<file path="config.mk">
export PLATFORM = sky130hd
export DESIGN_NAME = cross_entropy_grad
export DESIGN_NICKNAME = d
export VERILOG_FILES = /design/src/rtl/cnn_pkg.sv /design/src/rtl/cross_entropy_grad_argmax_tracker.sv /design/src/rtl/cross_entropy_grad.sv
export SDC_FILE = /design/constraint.sdc
export NUM_CORES = 1
export LEC_CHECK = 0
export BUFFER_PORTS_ARGS = -buffer_cell sky130_fd_sc_hd__buf_2
export CAP_MARGIN = 20
export CORE_MARGIN = 1.5
export CORE_UTILIZATION = 50
export DETAILED_ROUTE_END_ITERATION = 10
export GPL_ROUTABILITY_DRIVEN = 0
export GPL_TIMING_DRIVEN = 0
export PLACE_DENSITY = 0.85
export SLEW_MARGIN = 20
export SYNTH_ARGS = -nofsm -noshare
export SYNTH_HDL_FRONTEND = slang
export SYNTH_SLANG_ARGS = --single-unit
</file>
<file path="constraint.sdc">
create_clock -name clk -period 6.1 [get_ports clk]
set_clock_uncertainty 0.05 [all_clocks]
set_input_delay 1.83 -clock clk [delete_from_list [all_inputs] [get_ports clk]]
set_output_delay 1.83 -clock clk [all_outputs]
set_load 0.02 [all_outputs]
</file>
<file path="src/rtl/cnn_pkg.sv">
// Shared fixed-point constants, saturating arithmetic and state encodings for the CNN
// training datapath.
package cnn_pkg;

    localparam int CNN_WIDTH     = 16;
    localparam int CNN_FRAC_BITS = 8;
    localparam logic signed [31:0] CNN_ONE = 32'sd1 <<< CNN_FRAC_BITS;

    typedef enum logic [1:0] {
        CE_IDLE = 2'd0,
        CE_SCAN = 2'd1,
        CE_DONE = 2'd2
    } ce_state_t;

    // a - b computed without overflow, then clamped to a signed w-bit range (w <= 32).
    function automatic logic signed [31:0] sat_sub(input logic signed [31:0] a,
                                                   input logic signed [31:0] b,
                                                   input int                 w);
        logic signed [32:0] diff;
        logic signed [32:0] hi;
        logic signed [32:0] lo;
        diff = {a[31], a} - {b[31], b};
        hi   = (33'sd1 <<< (w - 1)) - 33'sd1;
        lo   = -(33'sd1 <<< (w - 1));
        if (diff > hi) begin
            return hi[31:0];
        end else if (diff < lo) begin
            return lo[31:0];
        end else begin
            return diff[31:0];
        end
    endfunction

endpackage

</file>
<file path="src/rtl/cross_entropy_grad_argmax_tracker.sv">
// Sequential argmax over a stream of signed values; ties keep the earliest index.
// o_best_idx already includes the value presented this cycle.
module argmax_tracker
    import cnn_pkg::*;
#(
    parameter int WIDTH = CNN_WIDTH,
    parameter int IW    = 4
) (
    input  logic                    clk,
    input  logic                    reset,
    input  logic                    i_clear,
    input  logic                    i_step,
    input  logic [IW-1:0]           i_idx,
    input  logic signed [WIDTH-1:0] i_value,
    output logic [IW-1:0]           o_best_idx
);

    logic [IW-1:0]           r_best_idx;
    logic signed [WIDTH-1:0] r_best_val;
    logic                    w_take;

    // Strictly greater replaces, so an equal later value never steals the lead.
    assign w_take     = i_step && (i_value > r_best_val);
    assign o_best_idx = w_take ? i_idx : r_best_idx;

    // Running best index/value; clear seeds with the first candidate.
    always_ff @(posedge clk or negedge reset) begin
        if (!reset) begin
            r_best_idx <= '0;
            r_best_val <= '0;
        end else if (i_clear) begin
            r_best_idx <= i_idx;
            r_best_val <= i_value;
        end else if (w_take) begin
            r_best_idx <= i_idx;
            r_best_val <= i_value;
        end else begin
            r_best_idx <= r_best_idx;
            r_best_val <= r_best_val;
        end
    end

endmodule

</file>
<file path="src/rtl/cross_entropy_grad.sv">
// Cross-entropy loss gradient (p - onehot(label)), one class per cycle, with argmax
// prediction and saturating sample/correct statistics.
module cross_entropy_grad
    import cnn_pkg::*;
#(
    parameter int WIDTH     = CNN_WIDTH,
    parameter int FRAC_BITS = CNN_FRAC_BITS,
    parameter int CLASSES   = 10,
    parameter int CNT_WIDTH = 16
) (
    input  logic                             clk,
    input  logic                             reset,
    input  logic                             in_valid,
    output logic                             in_ready,
    input  logic [CLASSES-1:0][WIDTH-1:0]    softmax_in,
    input  logic [$clog2(CLASSES)-1:0]       label,
    output logic                             out_valid,
    input  logic                             out_ready,
    output logic [CLASSES-1:0][WIDTH-1:0]    error_out,
    output logic [$clog2(CLASSES)-1:0]       pred_class,
    output logic                             pred_correct,
    output logic                             label_err,
    input  logic                             clear_stats,
    output logic [CNT_WIDTH-1:0]             sample_count,
    output logic [CNT_WIDTH-1:0]             correct_count
);

    localparam int LW = $clog2(CLASSES);
    localparam logic signed [31:0] ONE = 32'sd1 <<< FRAC_BITS;

    ce_state_t                     r_state;
    ce_state_t                     w_state_nxt;
    logic [CLASSES-1:0][WIDTH-1:0] r_p;
    logic [CLASSES-1:0][WIDTH-1:0] r_err;
    logic [LW-1:0]                 r_label;
    logic [LW-1:0]                 r_idx;
    logic [LW-1:0]                 r_pred;
    logic                          r_correct;
    logic                          r_label_err;
    logic                          r_out_valid;
    logic [CNT_WIDTH-1:0]          r_sample_cnt;
    logic [CNT_WIDTH-1:0]          r_correct_cnt;

    logic                          w_accept;
    logic                          w_retire;
    logic                          w_last;
    logic                          w_label_err;
    logic signed [WIDTH-1:0]       w_p_cur;
    logic signed [31:0]            w_sub;
    logic [LW-1:0]                 w_trk_idx;
    logic signed [WIDTH-1:0]       w_trk_val;
    logic [LW-1:0]                 w_best_idx;

    assign in_ready    = (r_state == CE_IDLE);
    assign w_accept    = in_valid && (r_state == CE_IDLE);
    assign w_retire    = out_ready && (r_state == CE_DONE);
    assign w_last      = (r_state == CE_SCAN) && (r_idx == LW'(CLASSES - 1));
    assign w_label_err = (32'(r_label) >= CLASSES);
    assign w_p_cur     = r_p[r_idx];
    assign w_sub       = ((r_idx == r_label) && !w_label_err) ? ONE : 32'sd0;

    assign out_valid     = r_out_valid;
    assign error_out     = r_err;
    assign pred_class    = r_pred;
    assign pred_correct  = r_correct;
    assign label_err     = r_label_err;
    assign sample_count  = r_sample_cnt;
    assign correct_count = r_correct_cnt;

    // Tracker is seeded from the live input on accept so SCAN needs no extra cycle.
    always_comb begin
        w_trk_idx = r_idx;
        w_trk_val = w_p_cur;
        if (w_accept) begin
            w_trk_idx = '0;
            w_trk_val = softmax_in[0];
        end else begin
            w_trk_idx = r_idx;
            w_trk_val = w_p_cur;
        end
    end

    argmax_tracker #(
        .WIDTH (WIDTH),
        .IW    (LW)
    ) u_argmax (
        .clk        (clk),
        .reset      (reset),
        .i_clear    (w_accept),
        .i_step     (r_state == CE_SCAN),
        .i_idx      (w_trk_idx),
        .i_value    (w_trk_val),
        .o_best_idx (w_best_idx)
    );

    // Next-state logic for IDLE -> SCAN -> DONE -> IDLE.
    always_comb begin
        w_state_nxt = r_state;
        case (r_state)
            CE_IDLE: begin
                if (in_valid) w_state_nxt = CE_SCAN;
                else          w_state_nxt = CE_IDLE;
            end
            CE_SCAN: begin
                if (w_last) w_state_nxt = CE_DONE;
                else        w_state_nxt = CE_SCAN;
            end
            CE_DONE: begin
                if (out_ready) w_state_nxt = CE_IDLE;
                else           w_state_nxt = CE_DONE;
            end
            default: w_state_nxt = CE_IDLE;
        endcase
    end

    // State register.
    always_ff @(posedge clk or negedge reset) begin
        if (!reset) r_state <= CE_IDLE;
        else        r_state <= w_state_nxt;
    end

    // Sample capture, per-class gradient and result registers.
    always_ff @(posedge clk or negedge reset) begin
        if (!reset) begin
            r_p         <= '0;
            r_label     <= '0;
            r_idx       <= '0;
            r_err       <= '0;
            r_pred      <= '0;
            r_correct   <= 1'b0;
            r_label_err <= 1'b0;
            r_out_valid <= 1'b0;
        end else if (w_accept) begin
            r_p     <= softmax_in;
            r_label <= label;
            r_idx   <= '0;
        end else if (r_state == CE_SCAN) begin
            r_err[r_idx] <= WIDTH'(sat_sub(32'(w_p_cur), w_sub, WIDTH));
            r_idx        <= r_idx + LW'(1);
            if (w_last) begin
                r_pred      <= w_best_idx;
                r_correct   <= (w_best_idx == r_label) && !w_label_err;
                r_label_err <= w_label_err;
                r_out_valid <= 1'b1;
            end else begin
                r_out_valid <= 1'b0;
            end
        end else if (w_retire) begin
            r_out_valid <= 1'b0;
        end else begin
            r_out_valid <= r_out_valid;
        end
    end

    // Statistics: clear has priority over a coincident retire; increments saturate.
    always_ff @(posedge clk or negedge reset) begin
        if (!reset) begin
            r_sample_cnt  <= '0;
            r_correct_cnt <= '0;
        end else if (clear_stats) begin
            r_sample_cnt  <= '0;
            r_correct_cnt <= '0;
        end else if (w_retire) begin
            if (r_sample_cnt != {CNT_WIDTH{1'b1}}) r_sample_cnt <= r_sample_cnt + CNT_WIDTH'(1);
            else                                   r_sample_cnt <= r_sample_cnt;
            if (r_correct && (r_correct_cnt != {CNT_WIDTH{1'b1}}))
                r_correct_cnt <= r_correct_cnt + CNT_WIDTH'(1);
            else
                r_correct_cnt <= r_correct_cnt;
        end else begin
            r_sample_cnt  <= r_sample_cnt;
            r_correct_cnt <= r_correct_cnt;
        end
    end

endmodule

</file>
# --- After elaboration in Yosys (flattened, before gate mapping) ---
# Index checks and enable logic that the tools add are counted.
totals:
  regBits: 389
  in_bits: 169
  out_inout_bits: 200
  wordCells: 101
classes:
  addsub: 4
  order_cmp: 6
  eq_ne: 7
  mux: 31
  n_bitwise: 1
  reduce_logical: 21
op_table:
  columns: ["cell", "n"]
  rows:
  - ["$mux W16", 15]
  - ["$bwmux W160", 1]
  - ["$bmux W16 S4", 1]
  - ["$demux W16 S4", 1]
  - ["$add A16 B1 Y16 const B", 2]
  - ["$ne A16 B16 Y1 const B", 2]
  - ["$mux W4", 5]
  - ["$gt A17 B16 Y1 const B", 1]
  - ["$lt A17 B16 Y1 const B", 1]
  - ["$sub A16 B10 Y17", 1]
  - ["$gt A16 B16 Y1", 1]
  - ["$reduce_bool A2 Y1", 6]
  - ["$mux W9", 1]
  - ["$eq A4 B4 Y1", 2]
  - ["$logic_and A1 B1 Y1", 8]
  - ["$reduce_and A2 Y1", 4]
  - ["$pmux W2 S3", 1]
  - ["$lt A4 B5 Y1 const B", 1]
  - ["$add A4 B1 Y4 const B", 1]
  - ["$eq A4 B4 Y1 const B", 1]
  - ["$ge A4 B1 Y1 const B", 1]
  - ["$ge A4 B4 Y1 const B", 1]
  - ["$mux W1", 4]
  - ["$mux W2", 2]
  - ["other kinds (6)", 6]

# --- Depth between registers and ports, before layout ---
logic_depth:
  word_depth: 11
  depth_mapped: 22
  ltp_nobuf: 15

# --- Cells and area by module ---
# A second synthesis with hierarchy kept.
unflattened:
  hier_cells: 1645
  area_unflattened_um2: 17336.6
modules_own_cells:
  columns: ["module", "n_inst", "cells_per_inst", "area_each_um2", "seq_area_each_um2"]
  rows:
  - ["cross_entropy_grad", 1, 1536, 15996.6, 9233.9]
  - ["argmax_tracker", 1, 109, 1340.0, 500.5]

# --- Worst setup path before layout ---
# Ideal clock, no wire load.
synth_path:
  path_type: "input-to-reg"
  start: "input port in_valid"
  end: "register u_argmax.r_best_val[15]"
  arrival_time_ns: 4.714
  t_required_ns: 5.967
  slack_ns: 1.253
  cell_stages: 16
  n_path_buf: 4
  cell_sequence: "and2_1 > clkbuf_1 > clkbuf_1 > nor2_1 > nor2_1 > ha_1 > nand4_1 > inv_1 > nand3_1 > a31o_2 > a311oi_2 > or2_2 > clkbuf_1 > clkbuf_1 > nand2_1 > o21ai_0"
synth_via:
  elab_chain_len: 5
synth_lines:
  columns: ["item", "line_no", "rtl"]
  rows:
  - ["start, declared", "cross_entropy_grad.sv:13", "input logic in_valid,"]
  - ["$logic_and A1 B1 Y1 *", "cross_entropy_grad.sv:55", "assign w_accept = in_valid && (r_state == CE_IDLE);"]
  - ["$mux W16 *", "cross_entropy_grad.sv:74", "if (w_accept) begin"]
  - ["via u_argmax.i_value[15]", "cross_entropy_grad_argmax_tracker.sv:14", "input logic signed [WIDTH-1:0] i_value,"]
  - ["$gt A16 B16 Y1", "cross_entropy_grad_argmax_tracker.sv:23", "assign w_take = i_step && (i_value > r_best_val);"]
  - ["$logic_and A1 B1 Y1", "cross_entropy_grad_argmax_tracker.sv:23", null]
  - ["$reduce_bool A2 Y1 (no line)", null, null]
  - ["end signal, assigned", "cross_entropy_grad_argmax_tracker.sv:33", "r_best_val <= i_value;"]
  - ["end signal, assigned", "cross_entropy_grad_argmax_tracker.sv:36", "r_best_val <= i_value;"]
  - ["end signal, assigned", "cross_entropy_grad_argmax_tracker.sv:39", "r_best_val <= r_best_val;"]
  - ["end, declared", "cross_entropy_grad_argmax_tracker.sv:19", "logic signed [WIDTH-1:0] r_best_val;"]
# The timed path passes the listed nets; every way through them passes the cells marked *. The select of a mux whose other input is x is not followed.
# A chain may end at the register's enable or synchronous reset.

# --- Final worst setup path ---
layout_path:
  start: "register r_idx[1]"
  end: "register r_correct (netlist: pred_correct)"
layout_via:
  elab_chain_len: 8
layout_lines:
  columns: ["item", "line_no", "rtl"]
  rows:
  - ["start, declared", "cross_entropy_grad.sv:36", "logic [LW-1:0] r_idx;"]
  - ["start signal, assigned", "cross_entropy_grad.sv:139", "r_idx <= r_idx + LW'(1);"]
  - ["$bmux W16 S4", "cross_entropy_grad.sv:59", "assign w_p_cur = r_p[r_idx];"]
  - ["$mux W16 (implied by the code)", "cross_entropy_grad.sv:59", null]
  - ["$mux W16", "cross_entropy_grad.sv:74", null]
  - ["via u_argmax.i_value[4]", "cross_entropy_grad_argmax_tracker.sv:14", null]
  - ["$gt A16 B16 Y1", "cross_entropy_grad_argmax_tracker.sv:23", null]
  - ["$logic_and A1 B1 Y1", "cross_entropy_grad_argmax_tracker.sv:23", null]
  - ["$mux W4", "cross_entropy_grad_argmax_tracker.sv:24", "assign o_best_idx = w_take ? i_idx : r_best_idx;"]
  - ["$eq A4 B4 Y1", "cross_entropy_grad.sv:142", "r_correct <= (w_best_idx == r_label) && !w_label_err;"]
  - ["$logic_and A1 B1 Y1", "cross_entropy_grad.sv:142", null]
  - ["end signal, assigned", "cross_entropy_grad.sv:142", null]
  - ["end, declared", "cross_entropy_grad.sv:38", "logic r_correct;"]
# The timed path passes the listed nets, and every way through them passes these cells. The select of a mux whose other input is x is not followed.

==> metrics.yaml <==
layout:
  fin_util: 0.621
  drive_above_1_share: 0.252
  fill_cells: 2602
  layout_commonest_cell: "nand2_1"
  instances_no_fill: 2640
  area_growth_pct: 22.6
  final_cell_mix: "670 x nand2_1, 389 x dfrtp_1, 371 x buf_2"
  final_nets: 2350
logic_synthesis:
  ys_types: 54
  syn_inst: 1741
  synth_seq_area_share: 0.574
  syn-num-nets: 1934
  synth-edff-count: 0
  netlist.area_leader.share: 0.574
  synth_warnings: 0
  synthArstFlopShare: 1.00
  ys.flop_type: "dfrtp_1"
  synth_area_per_cell_um2: 9.73
  syn_area_mm2: 0.0169
  synth.top_cells.by_area: "dfrtp_1 57%, nand2_1 15%, mux4_2 4.3%, mux2_2 3.5%, o21ai_1 3.1%"
  yosys.area.top_type: "dfrtp_1"
  synth-seq-cells: 389
floorplan:
  die_x_um: 187
  die_height_um: 187
  die-area_mm2: 0.0350
  std_cell_rows: 67
  ios: 369
  start_util: 0.507
  core-area_mm2: 0.0334
routing:
  routedWlPerCell_um: 20.2
  wl_mm: 53.3
  first_pass_iters: 8
  drt_iter0_markers: 1691
  ant_nets: 0
  vias: 15000
  drc: 0
  via_per_inst: 5.66
worst_setup_path:
  critPathRequiredTime_ns: 6.53
  crit_arrival_ns: 6.18
  end_kind: "flop"
  worstPathMaxFanout: 10
  worstSetupStartpointType: "flop"
  critPathKind: "reg -> reg"
  r2r_cells: 19
timing:
  period_share: 0.943
  period_minus_slack_ns: 5.75
  tns_ns: 0
  rsz0062_at_grt: "no"
  finalSetupViolCount: 0
  setup_slack_ns: 0.348
  slew_headroom: 0.310
  finalHoldViolations: 0
  max_slew.worst_pin.slew_ns: 1.04
  slew_viol_final: 0
  fmax_mhz: 174
clock_network:
  path_clk_slew_ns: 0.06
  clock-sinks: 389
  htree_levels: 2
  hold_buffers: 0
  clockBufferDepth: 3
  cts_tree: "built"
  clock_latency_ns: 0.54
  root_buffer: "clkbuf_16"
  cts_buffers: 40
worst_hold_path:
  whs_path_depth: 2
  hold_path_class: "reg -> reg"
global_route:
  antenna_found_initial: 11
  grt_pass1_vias: 14600
  grt.overflow.total: 0
  grt_use_total: 0.304
  grt_start_max_net_pins: 104
  grt_pass1_wl_mm: 82.4
power_and_ir_drop:
  power_density_mw_per_mm2: 613
  leakagePower_uw: 0.0108
  power_uw: 12700
  worst_ir_drop_vdd_uv: 365
placement:
  post-place-ws_ns: 0.0784
  hpwl_mm: 39.1
  port_buffers: 367
  dp_cells: 2560
flow_run:
  cap_violations: 0
status:
  status: "complete, no violations"
[worst max-delay path, stage by stage (launching register included)]
cell and delay, ns:
dfrtp_1 0.39, buf_2 0.31, buf_1 0.56, clkbuf_1 0.60, mux4_2 0.46, a22oi_1 0.26
o2bb2ai_1 0.20, nor2_1 0.25, nor2_1 0.10, ha_1 0.28, and4_1 0.19, nand3_1 0.11
o21bai_1 0.17, a31o_2 0.28, a21oi_1 0.27, a311oi_4 0.10, buf_4 0.18, or4_1 0.52
a22oi_1 0.21, a32o_1 0.19
[cell usage after synthesis, types with 2 or more instances]
| library cell | number |
|---|---|
| nand2b_1 | 4 |
| nor2b_1 | 7 |
| xnor2_1 | 7 |
| nand2_1 | 670 |
| dfrtp_1 | 389 |
| and3_1 | 7 |
| a2bb2oi_1 | 2 |
| buf_1 | 17 |
| mux4_2 | 32 |
| mux2_2 | 53 |
| a22oi_1 | 16 |
| a21oi_2 | 8 |
| nand3_1 | 23 |
| or3_1 | 5 |
| nor2_1 | 93 |
| o21ai_1 | 104 |
| ha_1 | 24 |
| a211oi_1 | 2 |
| and2_1 | 4 |
| buf_2 | 5 |
| o21ai_0 | 56 |
| a31oi_1 | 3 |
| mux2i_1 | 9 |
| and4_1 | 5 |
| nand4_1 | 11 |
| inv_1 | 31 |
| clkbuf_1 | 71 |
| or2_2 | 3 |
| a21oi_1 | 13 |
| o2bb2ai_1 | 8 |
| nor3_1 | 7 |
| nand3b_1 | 2 |
| o31ai_1 | 3 |
| o21ai_2 | 2 |
| xor2_1 | 26 |
[repair_timing]
item / in CTS / in global routing
buffers inserted: 0 / 3
resized for setup: 0 / 3
setup endpoints to repair: 0 / 16
[final cells by class]
cell class / count / area, um^2 / share of cell area
diodes: 6 / 15.0 / 0.000723
plain buffers: 95 / 375 / 0.0181
clock buffers: 52 / 1090 / 0.0523
clock inverters: 19 / 168 / 0.00807
inverters: 31 / 116 / 0.00560
multi-input cells: 1226 / 6740 / 0.324
flip-flops and latches: 389 / 9730 / 0.469
well taps: 448 / 561 / 0.0270
repair buffers: 374 / 1980 / 0.0953
[flip-flops by register name, summed over array words and instances, names as in the netlist]
signal / count
correct_count: 16
error_out: 160
label_err: 1
out_valid: 1
pred_class: 4
pred_correct: 1
r_idx: 4
r_label: 4
r_p: 160
r_state: 2
sample_count: 16
u_argmax.r_best_idx: 4
u_argmax.r_best_val: 16
[through the flow]
step / hold WS, ns / area (um^2)
after detailed placement: 0.409 / 19500
after global routing: 0.439 / 20800
after CTS: 0.423 / 20700
final: 0.422 / 20800
after global placement: 0.403 / 19300
after floorplan: 0.388 / 16900
[final timing paths]
kind / from / end / slack (ns)
max: r_idx[1]$_DFFE_PN0P_ / pred_correct$_DFFE_PN0P_ / 0.35
min: r_p[130]$_DFFE_PN0P_ / r_p[130]$_DFFE_PN0P_ / 0.42
max reg2reg: r_idx[1]$_DFFE_PN0P_ / pred_correct$_DFFE_PN0P_ / 0.35
min reg2reg: r_p[130]$_DFFE_PN0P_ / r_p[130]$_DFFE_PN0P_ / 0.42
max in group asynchronous: reset / r_p[113]$_DFFE_PN0P_ / 3.29
min in group asynchronous: reset / error_out[65]$_DFFE_PN0P_ / 1.10
[layer usage]
| metal | wire length [um] | GRT usage | vias to the layer above |
|---|---|---|---|
| met5 | 63 | 0 | - |
| met2 | 25600 | 0.507 | 928 |
| li1 | - | - | 6567 |
| met4 | 2760 | 0.149 | 10 |
| met3 | 5120 | 0.0638 | 189 |
| met1 | 19800 | 0.378 | 7261 |
[cells by family (layout without fill, tap and decap cells)]
| group | Yosys count | after routing | share of synthesized area |
|---|---|---|---|
| compound gates | 229 | 229 | 0.0797 |
| simple gates | 845 | 845 | 0.198 |
| mux | 95 | 95 | 0.0837 |
| flops | 389 | 389 | 0.574 |
| buf+inv | 126 | 571 | 0.0289 |
| other cells | 0 | 6 | 0 |
| xor+xnor | 33 | 33 | 0.0171 |
| fa+ha+maj | 24 | 24 | 0.0177 |
[where the power goes]
group          switching [uW]  internal (uW)
combinational            4100           2050
sequential                598           3620
clock                    1030           1350
Power figures use the tool's default switching activity.
